**src/rtl/fa_pkg.sv**
```systemverilog
// Shared definitions for the feeder, engine and writeback serializer.
package fa_pkg;

    localparam int unsigned DW = 16;
    localparam int unsigned AW = 30;
    localparam int unsigned MAX_LANES = 64;

    typedef enum logic {
        FETCH_IDLE,
        FETCH_BUSY
    } fetch_state_e;

    // Extract lane idx from a packed lane vector (lane 0 in the low bits).
    function automatic logic [DW-1:0] lane_slice(input logic [MAX_LANES*DW-1:0] vec,
                                                 input int unsigned idx);
        return vec[idx*DW +: DW];
    endfunction

endpackage

```
**src/rtl/burst_bank.sv**
```systemverilog
// One BURST_LEN x DW lane register file with clear, indexed write, full flag and length.
module burst_bank #(
    parameter int unsigned BURST_LEN = 16,
    parameter int unsigned DW        = fa_pkg::DW
) (
    input  logic                    clk,
    input  logic                    rst,
    input  logic                    clr,
    input  logic                    we,
    input  logic [7:0]              idx,
    input  logic [DW-1:0]           wdata,
    input  logic                    fill_done,
    input  logic [7:0]              fill_len,
    input  logic                    consume,
    output logic [BURST_LEN*DW-1:0] data,
    output logic                    full,
    output logic [7:0]              len
);

    logic [BURST_LEN*DW-1:0] data_q;
    logic                    full_q;
    logic [7:0]              len_q;

    always_ff @(posedge clk) begin
        if (rst) begin
            data_q <= '0;
            full_q <= 1'b0;
            len_q  <= 8'd0;
        end else begin
            // Clearing on accept keeps lanes >= len at zero for the MAC array.
            if (clr) begin
                data_q <= '0;
            end else if (we) begin
                for (int i = 0; i < int'(BURST_LEN); i++) begin
                    if (idx == 8'(i)) data_q[i*DW +: DW] <= wdata;
                end
            end
            if (fill_done) begin
                full_q <= 1'b1;
                len_q  <= fill_len;
            end else if (consume) begin
                full_q <= 1'b0;
            end
        end
    end

    assign data = data_q;
    assign full = full_q;
    assign len  = len_q;

endmodule

```
**src/rtl/burst_deser.sv**
```systemverilog
// DMA burst fetch + deserializer feeding the engine; BURST_DESER_PINGPONG_EN selects two banks.
module burst_deser #(
    parameter int unsigned BURST_LEN = 16,
    parameter int unsigned DW        = fa_pkg::DW,
    parameter int unsigned AW        = fa_pkg::AW
) (
    input  logic                    clk,
    input  logic                    rst,
    input  logic                    req_valid,
    output logic                    req_ready,
    input  logic [AW-1:0]           req_addr,
    input  logic [7:0]              req_len,
    output logic                    dma_reads_en,
    output logic [AW-1:0]           dma_addr,
    input  logic [DW-1:0]           dma_ob_data,
    input  logic                    dma_ob_we,
    output logic                    out_valid,
    input  logic                    out_ready,
    output logic [BURST_LEN*DW-1:0] out_data,
    output logic [7:0]              out_len,
    output logic                    err_overrun
);
    import fa_pkg::*;

`ifdef BURST_DESER_PINGPONG_EN
    localparam int unsigned NUM_BANKS = 2;
`else
    localparam int unsigned NUM_BANKS = 1;
`endif
    // XOR mask for bank pointers: pointers stay at 0 with a single bank.
    localparam logic PING_PONG = 1'(NUM_BANKS - 1);

    fetch_state_e state;
    logic [7:0]   len_q, cnt_q, req_len_c;
    logic         wr_bank, rd_bank, wr_full;
    logic         accept, word_we, last_word, consume;

    logic                    bank_full [NUM_BANKS];
    logic [7:0]              bank_len  [NUM_BANKS];
    logic [BURST_LEN*DW-1:0] bank_data [NUM_BANKS];

    assign req_len_c = (req_len == 8'd0 || req_len > 8'(BURST_LEN)) ? 8'(BURST_LEN) : req_len;

    always_comb begin
        wr_full   = 1'b0;
        out_valid = 1'b0;
        out_data  = '0;
        out_len   = 8'd0;
        for (int b = 0; b < int'(NUM_BANKS); b++) begin
            if (wr_bank == 1'(b)) wr_full = bank_full[b];
            if (rd_bank == 1'(b)) begin
                out_valid = bank_full[b];
                out_data  = bank_data[b];
                out_len   = bank_len[b];
            end
        end
    end

    assign req_ready = (state == FETCH_IDLE) && !wr_full;
    assign accept    = req_valid && req_ready;
    assign word_we   = (state == FETCH_BUSY) && dma_ob_we;
    assign last_word = word_we && (cnt_q == len_q - 8'd1);
    assign consume   = out_valid && out_ready;

    for (genvar b = 0; b < int'(NUM_BANKS); b++) begin : g_bank
        burst_bank #(
            .BURST_LEN(BURST_LEN),
            .DW       (DW)
        ) u_bank (
            .clk      (clk),
            .rst      (rst),
            .clr      (accept && (wr_bank == 1'(b))),
            .we       (word_we && (wr_bank == 1'(b))),
            .idx      (cnt_q),
            .wdata    (dma_ob_data),
            .fill_done(last_word && (wr_bank == 1'(b))),
            .fill_len (len_q),
            .consume  (consume && (rd_bank == 1'(b))),
            .data     (bank_data[b]),
            .full     (bank_full[b]),
            .len      (bank_len[b])
        );
    end

    always_ff @(posedge clk) begin
        if (rst) begin
            state        <= FETCH_IDLE;
            len_q        <= 8'd0;
            cnt_q        <= 8'd0;
            wr_bank      <= 1'b0;
            rd_bank      <= 1'b0;
            dma_reads_en <= 1'b0;
            dma_addr     <= '0;
            err_overrun  <= 1'b0;
        end else begin
            if (consume) rd_bank <= rd_bank ^ PING_PONG;
            case (state)
                FETCH_IDLE: begin
                    if (dma_ob_we) err_overrun <= 1'b1;
                    if (accept) begin
                        state        <= FETCH_BUSY;
                        len_q        <= req_len_c;
                        cnt_q        <= 8'd0;
                        dma_reads_en <= 1'b1;
                        dma_addr     <= req_addr;
                    end
                end
                FETCH_BUSY: begin
                    if (dma_ob_we) begin
                        cnt_q <= last_word ? 8'd0 : cnt_q + 8'd1;
                        if (last_word) begin
                            dma_reads_en <= 1'b0;
                            wr_bank      <= wr_bank ^ PING_PONG;
                            state        <= FETCH_IDLE;
                        end
                    end
                end
            endcase
        end
    end

endmodule

```
**config.mk**
```make
export PLATFORM = sky130hd
export DESIGN_NAME = burst_deser
export DESIGN_NICKNAME = d
export VERILOG_FILES = /design/src/rtl/fa_pkg.sv /design/src/rtl/burst_bank.sv /design/src/rtl/burst_deser.sv
export SDC_FILE = /design/constraint.sdc
export NUM_CORES = 1
export LEC_CHECK = 0
export BUFFER_PORTS_ARGS = -buffer_cell sky130_fd_sc_hd__buf_2
export CORE_ASPECT_RATIO = 1.75
export CORE_MARGIN = 1.5
export CORE_UTILIZATION = 40
export DETAILED_ROUTE_END_ITERATION = 16
export GPL_TIMING_DRIVEN = 0
export PLACE_DENSITY = 0.67
export SLEW_MARGIN = 20
export SYNTH_ARGS = -nofsm -noshare
export SYNTH_HDL_FRONTEND = slang
export SYNTH_HIERARCHICAL = 1
export SYNTH_SLANG_ARGS = --single-unit
```
**constraint.sdc**
```tcl
create_clock -name clk -period 2.95 [get_ports clk]
set_clock_uncertainty 0.15 [all_clocks]
set_input_delay 0.295 -clock clk [delete_from_list [all_inputs] [get_ports clk]]
set_output_delay 0.295 -clock clk [all_outputs]
set_load 0.02 [all_outputs]
```
==> results.md, run 1 <==
Timing:
- The final count of pins violating max slew came to 0.
- The highest clock rate is 361 MHz.
- The final setup violation count is 0.
- The final setup TNS is 0 ns.
- After layout, the minimum clock period comes to 2.77 ns.
- Measured against its own limit, the worst slew margin works out to 54.4%.
- The final hold violation count was 0.
- For the pin with the worst max-slew slack, the measured transition is 0.684 ns.
- The minimum setup slack in the final design is 0.181 ns.
- Setup repair after global routing left no endpoint under its margin.
- The final worst-path cycle share is 93.9%.

Clock network:
- The clock-pin slew of the registers on the worst-case setup and hold paths is 0.06 ns.
- The clock drives 314 sinks.
- The maximum count of clock buffers along a single path is 3.
- The master cell of the clock root buffer is clkbuf_16.
- Clock tree synthesis inserted a total of 28 buffers.
- The later pin in the worst-skew pair is clocked with a latency of 0.54 ns.
- In this run the number of H-tree levels came out at 1.
- TritonCTS built the clock tree.

Floorplanning:
- The floorplan has 83 rows.
- The chip height is 231 µm.
- 357 I/O pins were placed.
- The area of the core is 29,300 µm².
- From left edge to right edge, the die measures 133 µm.
- The effective utilization at floorplan is 40.5%.
- The die outline area is 30,700 µm².

Layout:
- The proportion of layout cells with a drive suffix above 1 is 29.8%.
- The final cell utilization of the core is 52.9%.
- 0 antenna diodes ended up in the layout.
- The area growth from synthesis to layout is 30.7%.
- The net count of the finished layout is 1,655.
- Leaving out fill and tap cells, the most frequent cells in the layout are buf_2, nand2_1, dfxtp_1.
- For this run, the number of standard cells in the final layout without fillers is 1,997.
- The library cell used most frequently in the layout, excluding fill and tap cells, is buf_2.

Power:
- IR analysis of the VDD net gives a maximum drop of 0.426 mV.
- The internal power summed over all cells is 6.93 mW.
- The fraction of power consumed by sequential logic is 47.2%.
- The part of the total power dissipated in the clock network is 42.0%.
- In this run the power spent charging and discharging nets is 2.35 mW.
- The overall power is 9.28 mW.
- The total power per unit cell area is 598 nW/µm².
- Of the total power, the share spent switching nets is 25.3%.
- The combinational share of power is 10.8%.
- For this design the static power due to leakage is 8.51 nW.

Setup path:
- The worst endpoint required time is 3.19 ns.
- Of all nets on the critical path, the largest fanout is 19.
- Among cell families on the critical path, the largest total delay comes from buffers and inverters.
- The startpoint identified for the worst register-to-register timing path is state.
- The type of element launching the critical path is a register.
- The critical path goes through nor2_1 > nand2_1 > inv_2 > nor2_1 > buf_2 > nand2_1 > clkbuf_1 > mux2i_1.
- The kind of capture point of the worst setup path is a register.
- The worst register-to-register path has a depth of 8.
- STA puts the critical path data arrival time at 3.01 ns.
- For flop-to-flop paths, the worst setup slack is 0.18 ns.
- The critical path's slowest cell is clkbuf_1.
- The critical path in this run is classified as reg2reg.
- The number of buffers and inverters on the critical path is 3.
- In this run the critical register-to-register path is captured at g_bank[0].u_bank/data[186].
- In this design, the stage delay of the slowest critical-path cell is 0.58 ns.

Yosys:
- The share of synthesized registers carrying an async set or reset is 0%.
- The number of synthesized flops with an enable pin is 0.
- The post-synthesis cell area is 11,900 µm².
- The sequential cell area fraction in the yosys report is 53.0%.
- Synthesis inferred 314 register bits.
- When the netlist entered floorplanning its net count stood at 1,233.
- The number of cells produced by synthesis is 1,172.
- The Yosys step of the flow raised 6 warnings.
- The most frequently used flop master after synthesis is dfxtp_1.
- The number of different library cells in the post-synthesis netlist is 47.
- Each instance of the synthesized netlist takes up on average 10.1 µm².

Route:
- The starting DRC count in detailed routing is 419.
- The detailed-router iteration count before antenna repair is 5.
- Dividing the detail-routed via count by the number of cells gives 4.95.
- The count of antenna-violating nets left after detailed routing is 0.
- In the final routed layout, each cell accounts on average for 18.5 µm.
- Across all layers, the routed design uses 9,888 vias.
- Wires add up to 37.0 mm.
- For this run, design rule violations remaining after detail routing come to 0.

Run:
- The max-capacitance violation count is 0.

Hold path:
- In this run the most critical hold path is launched from out_ready.
- The worst hold endpoint is g_bank[0].u_bank/full.
- The tightest min-delay check is of the in2reg type.
- The cell count of the worst hold path is 5.

Global routing:
- The wire length of the first global-routing pass is 55.2 mm.
- The total overflow left after global routing is 0.
- The maximum number of pins on one net before global-route repair is 20.
- The initial antenna violation count is 0.
- The total track usage is 23.1%.
- The number of global-route vias before repair is 9,808.

Placed design:
- The weighted congestion reported at the end of routability-driven placement is 0.799.
- The number of I/O port buffers is 356.
- The post-placement worst setup slack is -0.465 ns.
- The instance count after placement with tap cells included is 1,910.
- The wire-length estimate of the detail-placed layout is 26.6 mm.

Status:
- The flow ran to the end, and the final reports show no timing, DRC or antenna violations.
[cell type report]
type / instances / area [µm²]
tap: 382 / 478
buffer: 87 / 489
clock inverter: 6 / 108
fill: 2681 / 13800
clock buffer: 45 / 886
inverter: 9 / 33.8
sequential: 314 / 6290
timing repair buffer: 393 / 2150
multi-input combinational: 761 / 5070
[stage by stage]
| step | hold WS (ns) | instance area [µm²] |
|---|---|---|
| finish | 0.0469 | 15500 |
| CTS | 0.0150 | 15500 |
| detailed placement | 0.294 | 14100 |
| floorplan | 0.281 | 11900 |
| global route | 0.0553 | 15500 |
| global placement | 0.289 | 14100 |
[registers in the layout, summed over array words and instances, names as in the netlist]
register            cells
len_q                   8
err_overrun             1
cnt_q                   8
dma_addr               30
state                   1
g_bank.u_bank/data    256
dma_reads_en            1
g_bank.u_bank/full      1
g_bank.u_bank/len       8
[cell usage after synthesis (2+ instances only)]
| library cell | number | area (µm²) |
|---|---|---|
| ha_1 | 2 | 25.0 |
| buf_2 | 17 | 85.1 |
| nand3_2 | 8 | 80.1 |
| or4_1 | 2 | 15.0 |
| nand2b_1 | 4 | 25.0 |
| and2_1 | 7 | 43.8 |
| dfxtp_1 | 314 | 6290 |
| buf_4 | 2 | 15.0 |
| nor2b_1 | 3 | 18.8 |
| nor3_1 | 8 | 40.0 |
| o211ai_1 | 3 | 22.5 |
| a21oi_1 | 35 | 175 |
| o21ai_0 | 4 | 20.0 |
| nand2_1 | 339 | 1270 |
| a211oi_1 | 3 | 22.5 |
| nand3_1 | 4 | 20.0 |
| buf_6 | 15 | 169 |
| nor4_2 | 5 | 62.6 |
| nand4_2 | 6 | 75.1 |
| inv_1 | 8 | 30.0 |
| xnor2_1 | 7 | 61.3 |
| clkbuf_1 | 43 | 161 |
| nor2_1 | 25 | 93.8 |
| xor2_1 | 6 | 52.6 |
| nand4_1 | 2 | 12.5 |
| a22oi_1 | 4 | 30.0 |
| mux2i_1 | 265 | 2650 |
| buf_1 | 11 | 41.3 |
| nand4_4 | 2 | 42.5 |
[logic make-up after synthesis]
kind of cell | count (synthesis) | share of synthesized area [%]
DFF | 314 | 53.0
buffers and inverters | 97 | 4.26
muxes | 265 | 22.4
AOI/OAI and AO/OA | 59 | 3.23
adders and majority gates | 2 | 0.211
xor gates and xnor gates | 13 | 0.960
and+or+nand+nor | 422 | 16.0
[worst reg2reg max path, delay by kind of cell, from the launching register on]
kind	cells	cell delay (ns)
buf+inv	3	1.13
flops	1	0.34
mux	1	0.16
simple gates	4	0.84
[metal layers]
metal  routed length (µm)  GRT usage (%)  vias up
li1                     -              -     4737
met1                14600           26.0     4708
met2                18700           41.7      348
met3                 1980           4.28       95
met4                 1690           10.9        0
met5                    0              0        -
[power by group through the flow]
| stage | logic [mW] | clock network (mW) | registers (mW) |
|---|---|---|---|
| final | 1.00 | 3.89 | 4.38 |
| after global routing | 1.08 | 4.14 | 4.39 |
| after CTS | 0.997 | 3.99 | 4.38 |
| after detailed placement | 0.960 | 0 | 4.48 |
| after global placement | 0.950 | 0 | 4.47 |
| after floorplan | 0.501 | 0 | 4.56 |
[worst max-delay path by stage]
stage	slack [ns]	to	cells after the start	from
after floorplan	0.007	g_bank[0].u_bank/len[0]	11	len_q[0]
after global placement	-0.42	g_bank[0].u_bank/len[3]	11	len_q[0]
after detailed placement	-0.46	g_bank[0].u_bank/len[4]	11	len_q[0]
after CTS	0.06	g_bank[0].u_bank/data[182]	8	state
after global routing	0.03	g_bank[0].u_bank/len[5]	11	len_q[0]
final	0.18	g_bank[0].u_bank/data[186]	8	state
[what timing repair did]
action,CTS,global route
hold endpoints to repair,37,0
hold buffers,36,0
pin swaps,1,0
setup endpoints to repair,159,98
setup buffers,1,0
resized for setup,4,28
No activity file was read; power rests on OpenSTA's default activity.
==> inputs of run 2 (changes only) <==
--- a/config.mk
+++ b/config.mk
@@ -5,13 +5,14 @@
 export SDC_FILE = /design/constraint.sdc
 export NUM_CORES = 1
 export LEC_CHECK = 0
+export ABC_AREA = 1
 export BUFFER_PORTS_ARGS = -buffer_cell sky130_fd_sc_hd__buf_2
 export CORE_ASPECT_RATIO = 1.75
 export CORE_MARGIN = 1.5
 export CORE_UTILIZATION = 40
 export DETAILED_ROUTE_END_ITERATION = 16
 export GPL_TIMING_DRIVEN = 0
-export PLACE_DENSITY = 0.67
+export PLACE_DENSITY = 0.66
 export SLEW_MARGIN = 20
 export SYNTH_ARGS = -nofsm -noshare
 export SYNTH_HDL_FRONTEND = slang
==> run 2 against run 1 <==
Net effect: wire length increased by 21%; combinational power is 15% lower; sequential cell count unchanged; total power up 3.6%; largest cell class unchanged; largest power group is now the clock network; highest routed layer unchanged.
==> results.md, run 2 <==
Timing:
- The final count of pins violating max slew is 0 (unchanged).
- The clock period minus worst slack is 2.74 ns (-0.0248 ns).
- The final hold violation count is 0 (unchanged).
- The highest clock rate was 364 MHz (+0.90%).
- The final setup TNS is 0 ns (unchanged).
- The final setup violation count came to 0 (unchanged).
- The final worst-path cycle share is 93.0% (-0.84 points).
- Setup repair after global routing left no endpoint under its margin.
- The actual slew at the worst max-slew pin is 1.11 ns (+0.429 ns).
- The remaining max-slew budget at the tightest pin is 25.8% (-29 points).
- The worst-case hold slack is 0.0360 ns (-0.0109 ns).

Route:
- The starting DRC count in detailed routing is 657 (+57%).
- The count of antenna-violating nets left after detailed routing is 0 (unchanged).
- The total length of routed wires was 44.7 mm (+21%).
- The detailed-route DRC error count is 0 (unchanged).
- The detailed-router iteration count before antenna repair is 5 (unchanged).
- The mean routed wirelength per cell was 16.8 µm (-9.3%).
- The total number of vias is 13,200 (+34%).
- The ratio of routed vias to standard cells came to 4.97 (+0.34%).

Yosys:
- The most common cell in the synthesized netlist is nor2_1.
- The number of flip-flops and latches in the synthesized netlist is 314 (unchanged).
- The area share of and/or/nand/nor cells after synthesis is 39.9% (+24 points).
- For this run, the leading register cell type out of synthesis is dfxtp_1.
- The xor and xnor fraction of the mapped netlist area is 0.554% (-0.41 points).
- The share of synthesized registers carrying an async set or reset is 0% (unchanged).
- Counting instances in the post-synthesis netlist gives the leading cell types as nor2_1, nand2_1, dfxtp_1.
- The number of different library cells in the post-synthesis netlist was 26 (-45%).
- By area the synthesized netlist is led by dfxtp_1, nor2_1, nand3_1, nand2_1, buf_2.
- The synthesized-area fraction occupied by ao, oa, aoi and oai cells is 3.54% (+0.31 points).
- The post-synthesis cell area came to 12,700 µm² (+6.7%).
- The biggest area consumer among synthesized cells is dfxtp_1.
- The number of cells produced by synthesis came to 1,812 (+55%).
- The average footprint of a synthesized cell is 6.99 µm² (-31%).
- The sequential cell area fraction in the yosys report is 49.7% (-3.3 points).
- The number of nets produced by synthesis is 1,873 (+52%).
- The dominant combinational cell family by area after synthesis is simple AND/OR/NAND/NOR gates.
- The area share of the leading cell type in the synthesized netlist was 49.7% (-3.3 points).
- The multiplexer share of the synthesized area is 0% (-22 points).
- The area share of fa/ha/maj cells after synthesis came to 0.198% (-0.013 points).
- The number of synthesized flops with an enable pin is 0 (unchanged).
- The total number of yosys warnings is 6 (unchanged).

Placed design:
- The weighted congestion reported at the end of routability-driven placement is 0.847 (+6.0%).
- The number of I/O port buffers was 356 (unchanged).
- The detailed-placement wirelength estimate is 32.3 mm (+21%).

Floorplanning:
- The width of the die is 137 µm (+3.2%).
- The area of the core was 31,300 µm² (+6.9%).
- The chip height is 238 µm (+3.3%).
- The die outline area was 32,800 µm² (+6.6%).
- The count of standard-cell rows is 86 (+3.6%).
- The effective utilization at floorplan is 40.4% (-0.080 points).
- The total I/O pin count is 357 (unchanged).

Hold path:
- The tightest min-delay check is of the in2reg type.

Status:
- The run finished with clean final reports.

Power:
- The worst supply voltage drop on vdd came to 0.613 mV (+44%).
- The total leakage power was 7.44 nW (-13%).
- The total power per unit cell area was 584 nW/µm² (-2.4%).

Global routing:
- The number of global-route vias before repair was 12,500 (+27%).
- The wire length of the first global-routing pass came to 67.2 mm (+22%).
- The global-route congestion overflow total is 0 (unchanged).
- The total track usage came to 26.8% (+3.7 points).
- The maximum number of pins on one net before global-route repair is 16 (-20%).
- The initial antenna violation count is 0 (unchanged).

Layout:
- In the layout the commonest cells are nor2_1, buf_2, nand2_1.
- The final cell utilization of the core is 52.6% (-0.37 points).
- The number of nets in the final layout came to 2,299 (+39%).
- Leaving out fill and tap cells, the most frequent cell in the layout is nor2_1.
- The count of antenna diodes in the layout is 0 (unchanged).
- The flip-flop count of the largest register after layout is 256 (unchanged).
- The area growth from synthesis to layout is 30.1%.
- The proportion of layout cells with a drive suffix above 1 was 22.7% (-7.1 points).

Clock network:
- The number of buffers created by CTS is 30 (+7.1%).
- The number of H-tree levels came to 1 (unchanged).
- The maximum count of clock buffers along a single path came to 3 (unchanged).
- The CTS tree is built.
- The number of sinks handled by clock tree synthesis is 314 (unchanged).
- The clock-pin slew of the registers on the worst-case setup and hold paths is 0.07 ns (about the same).
- The master cell of the clock root buffer is clkbuf_16.
- The clock latency on the worst-skew pair is 0.56 ns (+0.02 ns).

Setup path:
- The kind of capture point of the worst setup path is a register.
- The worst endpoint required time is 3.30 ns (+0.11 ns).
- The type of element launching the critical path is a register.
- The class of the most critical setup path is reg2reg.
- The arrival time of data at the critical path endpoint is 3.10 ns (+0.09 ns).
- The highest net fanout along the worst path was 10 (-9).

Run:
- The max-capacitance violation count is 0 (unchanged).
[run 2: cell types whose count changed after synthesis, moves of 24 or more]
cell	before	now
buf_2	17	58
inv_1	8	57
mux2i_1	265	0
nand3_1	4	277
nor2_1	25	573
nor2_2	0	24
o21ai_0	4	31
[run 2: what timing repair did]
action / 4_1_cts / 5_1_grt
hold buffers: 38 / 0
setup buffers: 0 / 0
setup endpoints to repair: 0 / 21
endpoints found under the hold margin: 44 / 0
gates resized for setup: 0 / 3
[run 2: power by group]
| group | total (mW) | internal (mW) | switching [mW] |
|---|---|---|---|
| combinational | 0.845 | 0.265 | 0.580 |
| sequential | 4.34 | 4.30 | 0.0400 |
| clock | 4.43 | 2.74 | 1.69 |
| total | 9.61 | 7.30 | 2.31 |
[run 2: stage by stage]
step / cells / setup WS, ns / area (µm²) / total power [mW]
floorplan: 1812 / 0.714 / 12700 / 4.93
global placement: 2564 / 0.179 / 14900 / 5.21
detailed placement: 2564 / 0.173 / 14900 / 5.22
CTS: 2658 / 0.154 / 16500 / 9.67
global route: 2658 / 0.0206 / 16500 / 9.93
finish: 2658 / 0.205 / 16500 / 9.61
[run 2: layout make-up]
class | count | area, µm²
Fill cell | 3051 | 14800
Sequential cell | 314 | 6290
Multi-Input combinational cell | 1311 | 5590
Timing Repair Buffer | 394 | 2160
Clock buffer | 39 | 856
Buffer | 123 | 543
Tap cell | 396 | 495
Clock inverter | 17 | 292
Inverter | 64 | 240
[run 2: path summary, 6_finish.rpt]
check,startpoint,endpoint,slack [ns],cells past startpoint
max,g_bank[0].u_bank/full,g_bank[0].u_bank/data[222],0.21,9
min,req_len[7],len_q[4],0.04,5
max reg2reg,g_bank[0].u_bank/full,g_bank[0].u_bank/data[222],0.21,9
min reg2reg,g_bank[0].u_bank/len[0],g_bank[0].u_bank/len[0],0.32,2
[run 2: critical path: stages (launching register included)]
cell,delay [ns]
dfxtp_1,0.45
nor2_2,0.10
nand2_4,0.16
inv_2,0.10
buf_2,0.21
nor2_1,0.43
buf_2,0.39
buf_1,0.46
nand2_1,0.13
nor2_1,0.10
[run 2: per-layer routing]
metal / track usage [%] / up-vias / wire length, µm
met3: 5.01 / 149 / 3320
met4: 15.2 / 0 / 2650
li1: - / 6555 / -
met2: 47.8 / 505 / 22400
met1: 29.1 / 5997 / 16300
met5: 0 / - / 0
[run 2: cell families (layout without fill, tap and decap cells)]
kind of cell             Yosys count  after routing
AND/OR/NAND/NOR                 1214           1214
flip-flops                       314            314
buffers and inverters            187            637
AO/OA/AOI/OAI                     87             87
XOR/XNOR                           8              8
adder cells (fa/ha/maj)            2              2
